<file path="config.mk">
export PLATFORM = sky130hd
export DESIGN_NAME = ctrl_sequencer
export DESIGN_NICKNAME = d
export VERILOG_FILES = /design/src/rtl/ctrl_pkg.sv /design/src/rtl/reg_sel_decode.sv /design/src/rtl/ctrl_sequencer.sv
export SDC_FILE = /design/constraint.sdc
export NUM_CORES = 1
export LEC_CHECK = 0
export ABC_AREA = 1
export CAP_MARGIN = 20
export CORE_UTILIZATION = 43
export DETAILED_ROUTE_END_ITERATION = 6
export PLACE_DENSITY = 0.84
export SYNTH_ARGS = -nofsm -noshare
export SYNTH_HDL_FRONTEND = slang
export SYNTH_SLANG_ARGS = --single-unit
</file>
<file path="constraint.sdc">
create_clock -name clk -period 5.6 [get_ports clk]
set_clock_uncertainty 0.2 [all_clocks]
set_input_delay 1.12 -clock clk [delete_from_list [all_inputs] [get_ports clk]]
set_output_delay 1.12 -clock clk [all_outputs]
set_load 0.01 [all_outputs]
</file>
<file path="src/rtl/ctrl_pkg.sv">
// Shared definitions for the hardwired control sequencer: opcodes, FSM states,
// opcode classes and one-hot ALU op bit positions.
package ctrl_pkg;

  localparam int ALU_W = 13;

  // alu_op bit positions, MSB first: {AND,OR,ADD,SUB,MUL,DIV,SHR,SHRA,SHL,ROR,ROL,NEG,NOT}
  localparam int ALU_AND  = 12;
  localparam int ALU_OR   = 11;
  localparam int ALU_ADD  = 10;
  localparam int ALU_SUB  = 9;
  localparam int ALU_MUL  = 8;
  localparam int ALU_DIV  = 7;
  localparam int ALU_SHR  = 6;
  localparam int ALU_SHRA = 5;
  localparam int ALU_SHL  = 4;
  localparam int ALU_ROR  = 3;
  localparam int ALU_ROL  = 2;
  localparam int ALU_NEG  = 1;
  localparam int ALU_NOT  = 0;

  localparam logic [4:0] OP_LD   = 5'b00000;
  localparam logic [4:0] OP_LDI  = 5'b00001;
  localparam logic [4:0] OP_ST   = 5'b00010;
  localparam logic [4:0] OP_ADD  = 5'b00011;
  localparam logic [4:0] OP_SUB  = 5'b00100;
  localparam logic [4:0] OP_AND  = 5'b00101;
  localparam logic [4:0] OP_OR   = 5'b00110;
  localparam logic [4:0] OP_ROR  = 5'b00111;
  localparam logic [4:0] OP_ROL  = 5'b01000;
  localparam logic [4:0] OP_SHR  = 5'b01001;
  localparam logic [4:0] OP_SHRA = 5'b01010;
  localparam logic [4:0] OP_SHL  = 5'b01011;
  localparam logic [4:0] OP_ADDI = 5'b01100;
  localparam logic [4:0] OP_ANDI = 5'b01101;
  localparam logic [4:0] OP_ORI  = 5'b01110;
  localparam logic [4:0] OP_DIV  = 5'b01111;
  localparam logic [4:0] OP_MUL  = 5'b10000;
  localparam logic [4:0] OP_NEG  = 5'b10001;
  localparam logic [4:0] OP_NOT  = 5'b10010;
  localparam logic [4:0] OP_MFHI = 5'b11000;
  localparam logic [4:0] OP_MFLO = 5'b11001;
  localparam logic [4:0] OP_NOP  = 5'b11010;
  localparam logic [4:0] OP_HALT = 5'b11011;

  typedef enum logic [3:0] {
    S_IDLE, S_FETCH0, S_FETCH1, S_FETCH2, S_DECODE,
    S_T3, S_T4, S_T5, S_T6, S_T7, S_HALT
  } state_t;

  // LDI shares the immediate-class microsequence (constant + rb through the ADD path)
  typedef enum logic [3:0] {
    C_R, C_IMM, C_UN, C_MD, C_LD, C_ST, C_MFHI, C_MFLO, C_NOP, C_HALT, C_ILL
  } op_class_t;

  function automatic op_class_t op_class(input logic [4:0] opc);
    op_class_t c;
    case (opc)
      OP_ADD, OP_SUB, OP_AND, OP_OR, OP_ROR,
      OP_ROL, OP_SHR, OP_SHRA, OP_SHL:       c = C_R;
      OP_ADDI, OP_ANDI, OP_ORI, OP_LDI:      c = C_IMM;
      OP_NEG, OP_NOT:                        c = C_UN;
      OP_MUL, OP_DIV:                        c = C_MD;
      OP_LD:                                 c = C_LD;
      OP_ST:                                 c = C_ST;
      OP_MFHI:                               c = C_MFHI;
      OP_MFLO:                               c = C_MFLO;
      OP_NOP:                                c = C_NOP;
      OP_HALT:                               c = C_HALT;
      default:                               c = C_ILL;
    endcase
    return c;
  endfunction

  function automatic logic [ALU_W-1:0] alu_sel(input logic [4:0] opc);
    logic [ALU_W-1:0] v;
    v = '0;
    case (opc)
      OP_AND, OP_ANDI:                  v[ALU_AND]  = 1'b1;
      OP_OR, OP_ORI:                    v[ALU_OR]   = 1'b1;
      OP_ADD, OP_ADDI, OP_LDI,
      OP_LD, OP_ST:                     v[ALU_ADD]  = 1'b1;
      OP_SUB:                           v[ALU_SUB]  = 1'b1;
      OP_MUL:                           v[ALU_MUL]  = 1'b1;
      OP_DIV:                           v[ALU_DIV]  = 1'b1;
      OP_SHR:                           v[ALU_SHR]  = 1'b1;
      OP_SHRA:                          v[ALU_SHRA] = 1'b1;
      OP_SHL:                           v[ALU_SHL]  = 1'b1;
      OP_ROR:                           v[ALU_ROR]  = 1'b1;
      OP_ROL:                           v[ALU_ROL]  = 1'b1;
      OP_NEG:                           v[ALU_NEG]  = 1'b1;
      OP_NOT:                           v[ALU_NOT]  = 1'b1;
      default:                          v = '0;
    endcase
    return v;
  endfunction

  function automatic state_t last_state(input op_class_t c);
    state_t s;
    case (c)
      C_UN:         s = S_T4;
      C_R, C_IMM:   s = S_T5;
      C_MD:         s = S_T6;
      C_LD, C_ST:   s = S_T7;
      default:      s = S_T3;
    endcase
    return s;
  endfunction

endpackage

</file>
<file path="src/rtl/reg_sel_decode.sv">
// Register field to one-hot strobe decoder; fields beyond NUM_REGS select nothing.
module reg_sel_decode #(
  parameter int NUM_REGS = 16
) (
  input  logic [3:0]          sel,
  input  logic                en,
  output logic [NUM_REGS-1:0] onehot
);

  for (genvar g = 0; g < NUM_REGS; g++) begin : g_bit
    assign onehot[g] = en && (32'(sel) == g);
  end

endmodule

</file>
<file path="src/rtl/ctrl_sequencer.sv">
// Hardwired fetch/decode/execute control unit for the 32-bit bus datapath.
// Build option ILLEGAL_TRAP_EN: undefined opcodes halt instead of running as NOP.
module ctrl_sequencer
  import ctrl_pkg::*;
#(
  parameter int NUM_REGS       = 16,
  parameter bit START_ON_RESET = 1'b0
) (
  input  logic                clk,
  input  logic                reset,
  input  logic                run,
  input  logic [31:0]         ir,
  input  logic                mem_ready,
  output logic [NUM_REGS-1:0] r_in,
  output logic [NUM_REGS-1:0] r_out,
  output logic                hi_in,
  output logic                lo_in,
  output logic                hi_out,
  output logic                lo_out,
  output logic                zhigh_out,
  output logic                zlow_out,
  output logic                pc_in,
  output logic                inc_pc,
  output logic                ir_in,
  output logic                mar_in,
  output logic                mdr_in,
  output logic                mdr_out,
  output logic                y_in,
  output logic                z_in,
  output logic                c_out,
  output logic                read,
  output logic                mem_write,
  output logic [ALU_W-1:0]    alu_op,
  output logic                busy,
  output logic                halted,
  output logic                illegal
);

  state_t     state;
  logic [4:0] opc_q;
  op_class_t  cls;
  logic [3:0] ra, rb, rc;
  logic       mem_wait;
  logic       r_in_en, r_out_en, alu_en;
  logic [3:0] r_out_sel;
  logic       unused_ir;

  assign ra        = ir[26:23];
  assign rb        = ir[22:19];
  assign rc        = ir[18:15];
  assign unused_ir = ^ir[14:0];
  assign cls       = op_class(opc_q);
  assign mem_wait  = (state == S_T6 && cls == C_LD) || (state == S_T7 && cls == C_ST);

  always_ff @(posedge clk or negedge reset) begin
    if (!reset) begin
      state   <= S_IDLE;
      opc_q   <= OP_NOP;
      illegal <= 1'b0;
    end else begin
      // illegal is a one-cycle pulse unless the sequencer parked in HALT on it
      illegal <= illegal && (state == S_HALT);
      case (state)
        S_IDLE:   if (run || START_ON_RESET) state <= S_FETCH0;
        S_FETCH0: state <= S_FETCH1;
        S_FETCH1: if (mem_ready) state <= S_FETCH2;
        S_FETCH2: state <= S_DECODE;
        S_DECODE: begin
          opc_q <= ir[31:27];
          case (op_class(ir[31:27]))
            C_NOP:  state <= S_FETCH0;
            C_HALT: state <= S_HALT;
            C_ILL: begin
              illegal <= 1'b1;
`ifdef ILLEGAL_TRAP_EN
              state   <= S_HALT;
`else
              state   <= S_FETCH0;
`endif
            end
            default: state <= S_T3;
          endcase
        end
        S_T3, S_T4, S_T5, S_T6, S_T7: begin
          if (!mem_wait || mem_ready) begin
            if (state == last_state(cls)) state <= S_FETCH0;
            else                          state <= state_t'(state + 4'd1);
          end
        end
        S_HALT:  state <= S_HALT;
        default: state <= S_IDLE;
      endcase
    end
  end

  // Moore decode: strobes depend only on the registered state, latched opcode and IR fields
  always_comb begin
    hi_in = 1'b0;  lo_in = 1'b0;  hi_out = 1'b0;  lo_out = 1'b0;
    zhigh_out = 1'b0;  zlow_out = 1'b0;
    pc_in = 1'b0;  inc_pc = 1'b0;  ir_in = 1'b0;  mar_in = 1'b0;
    mdr_in = 1'b0;  mdr_out = 1'b0;  y_in = 1'b0;  z_in = 1'b0;  c_out = 1'b0;
    read = 1'b0;  mem_write = 1'b0;
    r_in_en = 1'b0;  r_out_en = 1'b0;  r_out_sel = rb;  alu_en = 1'b0;
    case (state)
      S_FETCH0: begin inc_pc = 1'b1; pc_in = 1'b1; mar_in = 1'b1; end
      S_FETCH1: begin read = 1'b1; mdr_in = 1'b1; end
      S_FETCH2: begin mdr_out = 1'b1; ir_in = 1'b1; end
      S_T3: case (cls)
        C_R, C_IMM, C_LD, C_ST: begin r_out_en = 1'b1; y_in = 1'b1; end
        C_UN:   begin r_out_en = 1'b1; alu_en = 1'b1; z_in = 1'b1; end
        C_MD:   begin r_out_en = 1'b1; r_out_sel = ra; y_in = 1'b1; end
        C_MFHI: begin hi_out = 1'b1; r_in_en = 1'b1; end
        C_MFLO: begin lo_out = 1'b1; r_in_en = 1'b1; end
        default: ;
      endcase
      S_T4: case (cls)
        C_R:    begin r_out_en = 1'b1; r_out_sel = rc; alu_en = 1'b1; z_in = 1'b1; end
        C_IMM, C_LD, C_ST: begin c_out = 1'b1; alu_en = 1'b1; z_in = 1'b1; end
        C_UN:   begin zlow_out = 1'b1; r_in_en = 1'b1; end
        C_MD:   begin r_out_en = 1'b1; alu_en = 1'b1; z_in = 1'b1; end
        default: ;
      endcase
      S_T5: case (cls)
        C_R, C_IMM: begin zlow_out = 1'b1; r_in_en = 1'b1; end
        C_LD, C_ST: begin zlow_out = 1'b1; mar_in = 1'b1; end
        C_MD:       begin zlow_out = 1'b1; lo_in = 1'b1; end
        default: ;
      endcase
      S_T6: case (cls)
        C_MD: begin zhigh_out = 1'b1; hi_in = 1'b1; end
        C_LD: begin read = 1'b1; mdr_in = 1'b1; end
        C_ST: begin r_out_en = 1'b1; r_out_sel = ra; mdr_in = 1'b1; end
        default: ;
      endcase
      S_T7: case (cls)
        C_LD: begin mdr_out = 1'b1; r_in_en = 1'b1; end
        C_ST: mem_write = 1'b1;
        default: ;
      endcase
      default: ;
    endcase
  end

  assign alu_op = alu_en ? alu_sel(opc_q) : '0;
  assign busy   = (state != S_IDLE) && (state != S_HALT);
  assign halted = (state == S_HALT);

  reg_sel_decode #(.NUM_REGS(NUM_REGS)) u_rin_dec (
    .sel    (ra),
    .en     (r_in_en),
    .onehot (r_in)
  );

  reg_sel_decode #(.NUM_REGS(NUM_REGS)) u_rout_dec (
    .sel    (r_out_sel),
    .en     (r_out_en),
    .onehot (r_out)
  );

endmodule

</file>
==> flow_summary.toml <==
[run_status]
status = "complete, no violations"

[placed_design]
gp_congestion = 0.918
dp_cells = 466
numPortBuffers = 85
dp_hpwl_um = 4590
placed_cell_area_um2 = 2710

[pwr]
cellPowerDensity_nw_per_um2 = 329
p_seq_share_pct = 18.4
ir_worst_vdd_v = 0.000257
p_sw_uw = 513
pwr-share-comb_pct = 73.2
leakagePower_uw = 0.00122
swShare_pct = 56.5
p_int_uw = 395
clkPwrFrac_pct = 8.4

[clock_network]
cts_buffers = 3
cts.sinks = 10
path_clk_slew_ns = 0.05
postCtsSetupRepairBufs = 0
cts_tree = "done"
hold_buffers = 0
postCtsResizedCells = 0
clockBufferDepth = 2
htree_num_levels = 1
clk_latency_ns = 0.23
clockRootBuffer = "clkbuf_8"

[timing]
setup_viol = 0
setup_tns_ns = 0
max_slew.worst_pin.slew_ns = 0.716
slew_headroom_pct = 52.1
post-route-period-util_pct = 81.5
clock.fmax_mhz = 219
finalHoldViolCount = 0
slew_violations = 0
min_period_ns = 4.56
rsz0062_at_grt = "false"

[layout]
fin_area_um2 = 2760
stdcell_count = 470
drive_gt1_share_pct = 9.29
final_core_util_pct = 68.0
n_antenna_cell = 0
nNetsFinal = 467
area.growth.synth_to_final_pct = 48.8

[setup_path]
cp_cell_sequence = "inv_1 -> ha_1 -> nor2_1 -> nor2_1 -> nand2_2 -> nand2_2 -> nor2_1 -> nand2_1 -> nor2_1 -> nand2_1 -> and2_1 -> nand2_1 -> nand2_1 -> nor2_1 -> clkdlybuf4s50_1"
max_stage_delay_ns = 0.56
critPathMaxFanout = 11
worst_path_most_repeated_cell = "nor2_1"
cpMaxStageDelayCell = "dfstp_2"
cp.arrival_ns = 3.24
critPathKind = "reg -> out"
crit_required_ns = 4.28
critPathLaunch = "opc_q[1]"
critPathLaunchType = "flop"
end_kind = "primary output"
reg2reg_from = "opc_q[1]"

[synthesis]
synth.distinct_cells = 33
ys_top_cells_by_area = "nand2_1, nor2_1, inv_1"
synth_warnings = 0
synth_nets = 384
synth_top_area_cell = "nand2_1"
ys_seq_area_share_pct = 13.7
ys_ff_latch = 10
synthCells = 338
synth_common_cells = "nand2_1, nor2_1, inv_1, nand3_1"
synth-edff-count = 0
netlist_area_um2 = 1850
synth_flop_cell = "dfrtp_1"
avgSynthCellArea_um2 = 5.48
yosysMostFrequentCell = "nand2_1"
async_flop_share_pct = 100
synth_top_area_share_pct = 17.4

[drt]
avgViaCountPerCell = 4.96
wl_per_cell_um = 11.6
routed_wl_um = 5430
initialDrtViolationCount = 99
ant_nets = 0
firstDrtPassIters = 4
drc = 0
vias = 2331

[floorplanning]
fp-row-count = 23
die_y_um = 67.6
io-pin-count = 101
initial_utilization_pct = 45.7
dieArea_um2 = 4580
core_area_um2 = 4060
die_w_um = 67.6

[run]
cap_violations = 0

[hold_path]
hold_class = "reg -> reg"
min-delay-start = "illegal"

[grt]
grt_util_met1_pct = 30.6
grt_start_max_net_pins = 14
top_usage_layer = "met2"
grt_usage_pct = 24.2
grt_pass1_vias = 2030
grt_use_met3_pct = 3.89
use_met2_pct = 42.9
grt_first_pass_wirelength_um = 8650
overflow = 0
antenna_found_initial = 0
[critical path: cells and delay by family, from the launching register on]
family	cells	cell delay, ns
adders and majority gates	1	0.28
buffers and inverters	2	0.64
DFF	1	0.56
and+or+nand+nor	12	1.53
[cell type report]
cell class                 count  area [µm²]
clock buffer                   4        45.0
fill                         377        1300
inverter                      58         218
multi-input combinational    263        1330
sequential                    10         254
tap                           50        62.6
timing repair buffer          85         851
[cell families (layout without fill, tap and decap cells)]
group	Yosys count	in the layout	synth area share (%)
simple gates	225	225	55.4
xor+xnor	2	2	0.945
compound gates	26	26	8.51
buf+inv	65	147	14.7
fa+ha+maj	10	10	6.75
flops	10	10	13.7
[final timing paths]
path / cells after the start / endpoint / slack (ns)
max: 15 / r_out[13] / 1.04
max reg2reg: 13 / state[1] / 3.04
min reg2reg: 1 / illegal / 0.31
min in group asynchronous: 1 / state[0] / 1.00
min: 1 / illegal / 0.31
max in group asynchronous: 1 / opc_q[4] / 3.87
[sequential cells by signal, indices dropped and copies added (netlist names)]
signal   cells
state        4
opc_q        5
illegal      1
[power by group through the flow]
stage / logic, µW / clock network (µW) / registers, µW
2_1_floorplan: 527 / 0 / 138
4_1_cts: 661 / 77.4 / 166
3_3_place_gp: 641 / 0 / 163
3_5_place_dp: 655 / 0 / 167
6_report: 665 / 76.5 / 167
5_1_grt: 747 / 81.8 / 174
[metrics by stage]
stage,total power [µW],worst slack (ns),hold slack [ns]
6_report,908,1.04,0.313
5_1_grt,1000,0.764,0.328
4_1_cts,904,1.04,0.314
3_5_place_dp,822,1.29,0.294
3_3_place_gp,803,1.35,0.296
2_1_floorplan,665,2.17,0.320
[layer usage]
metal | share of wire [%] | up-vias | wire length (µm)
li1 | - | 1216 | -
met1 | 46 | 1051 | 2490
met2 | 49 | 60 | 2640
met3 | 5.1 | 4 | 275
met4 | 0.50 | 0 | 27
met5 | 0 | - | 0
[cell usage in the layout (no fill, tap or decap), drive strengths merged]
cell | netlist | layout
nand4 | 2 | 2
dfrtp | 7 | 7
o21ai | 15 | 15
xor2 | 2 | 2
o22ai | 1 | 1
inv | 58 | 58
clkbuf | 1 | 4
nand2b | 1 | 1
nand3 | 33 | 33
nand3b | 3 | 3
nor2 | 72 | 72
clkdlybuf4s50 | 0 | 85
nand2 | 99 | 99
dfstp | 3 | 3
a21oi | 8 | 8
nor4 | 2 | 2
nor3 | 12 | 12
and2 | 1 | 1
a22o | 1 | 1
ha | 10 | 10
o2111ai | 1 | 1
Note: power is estimated with default switching activity, not from simulation.
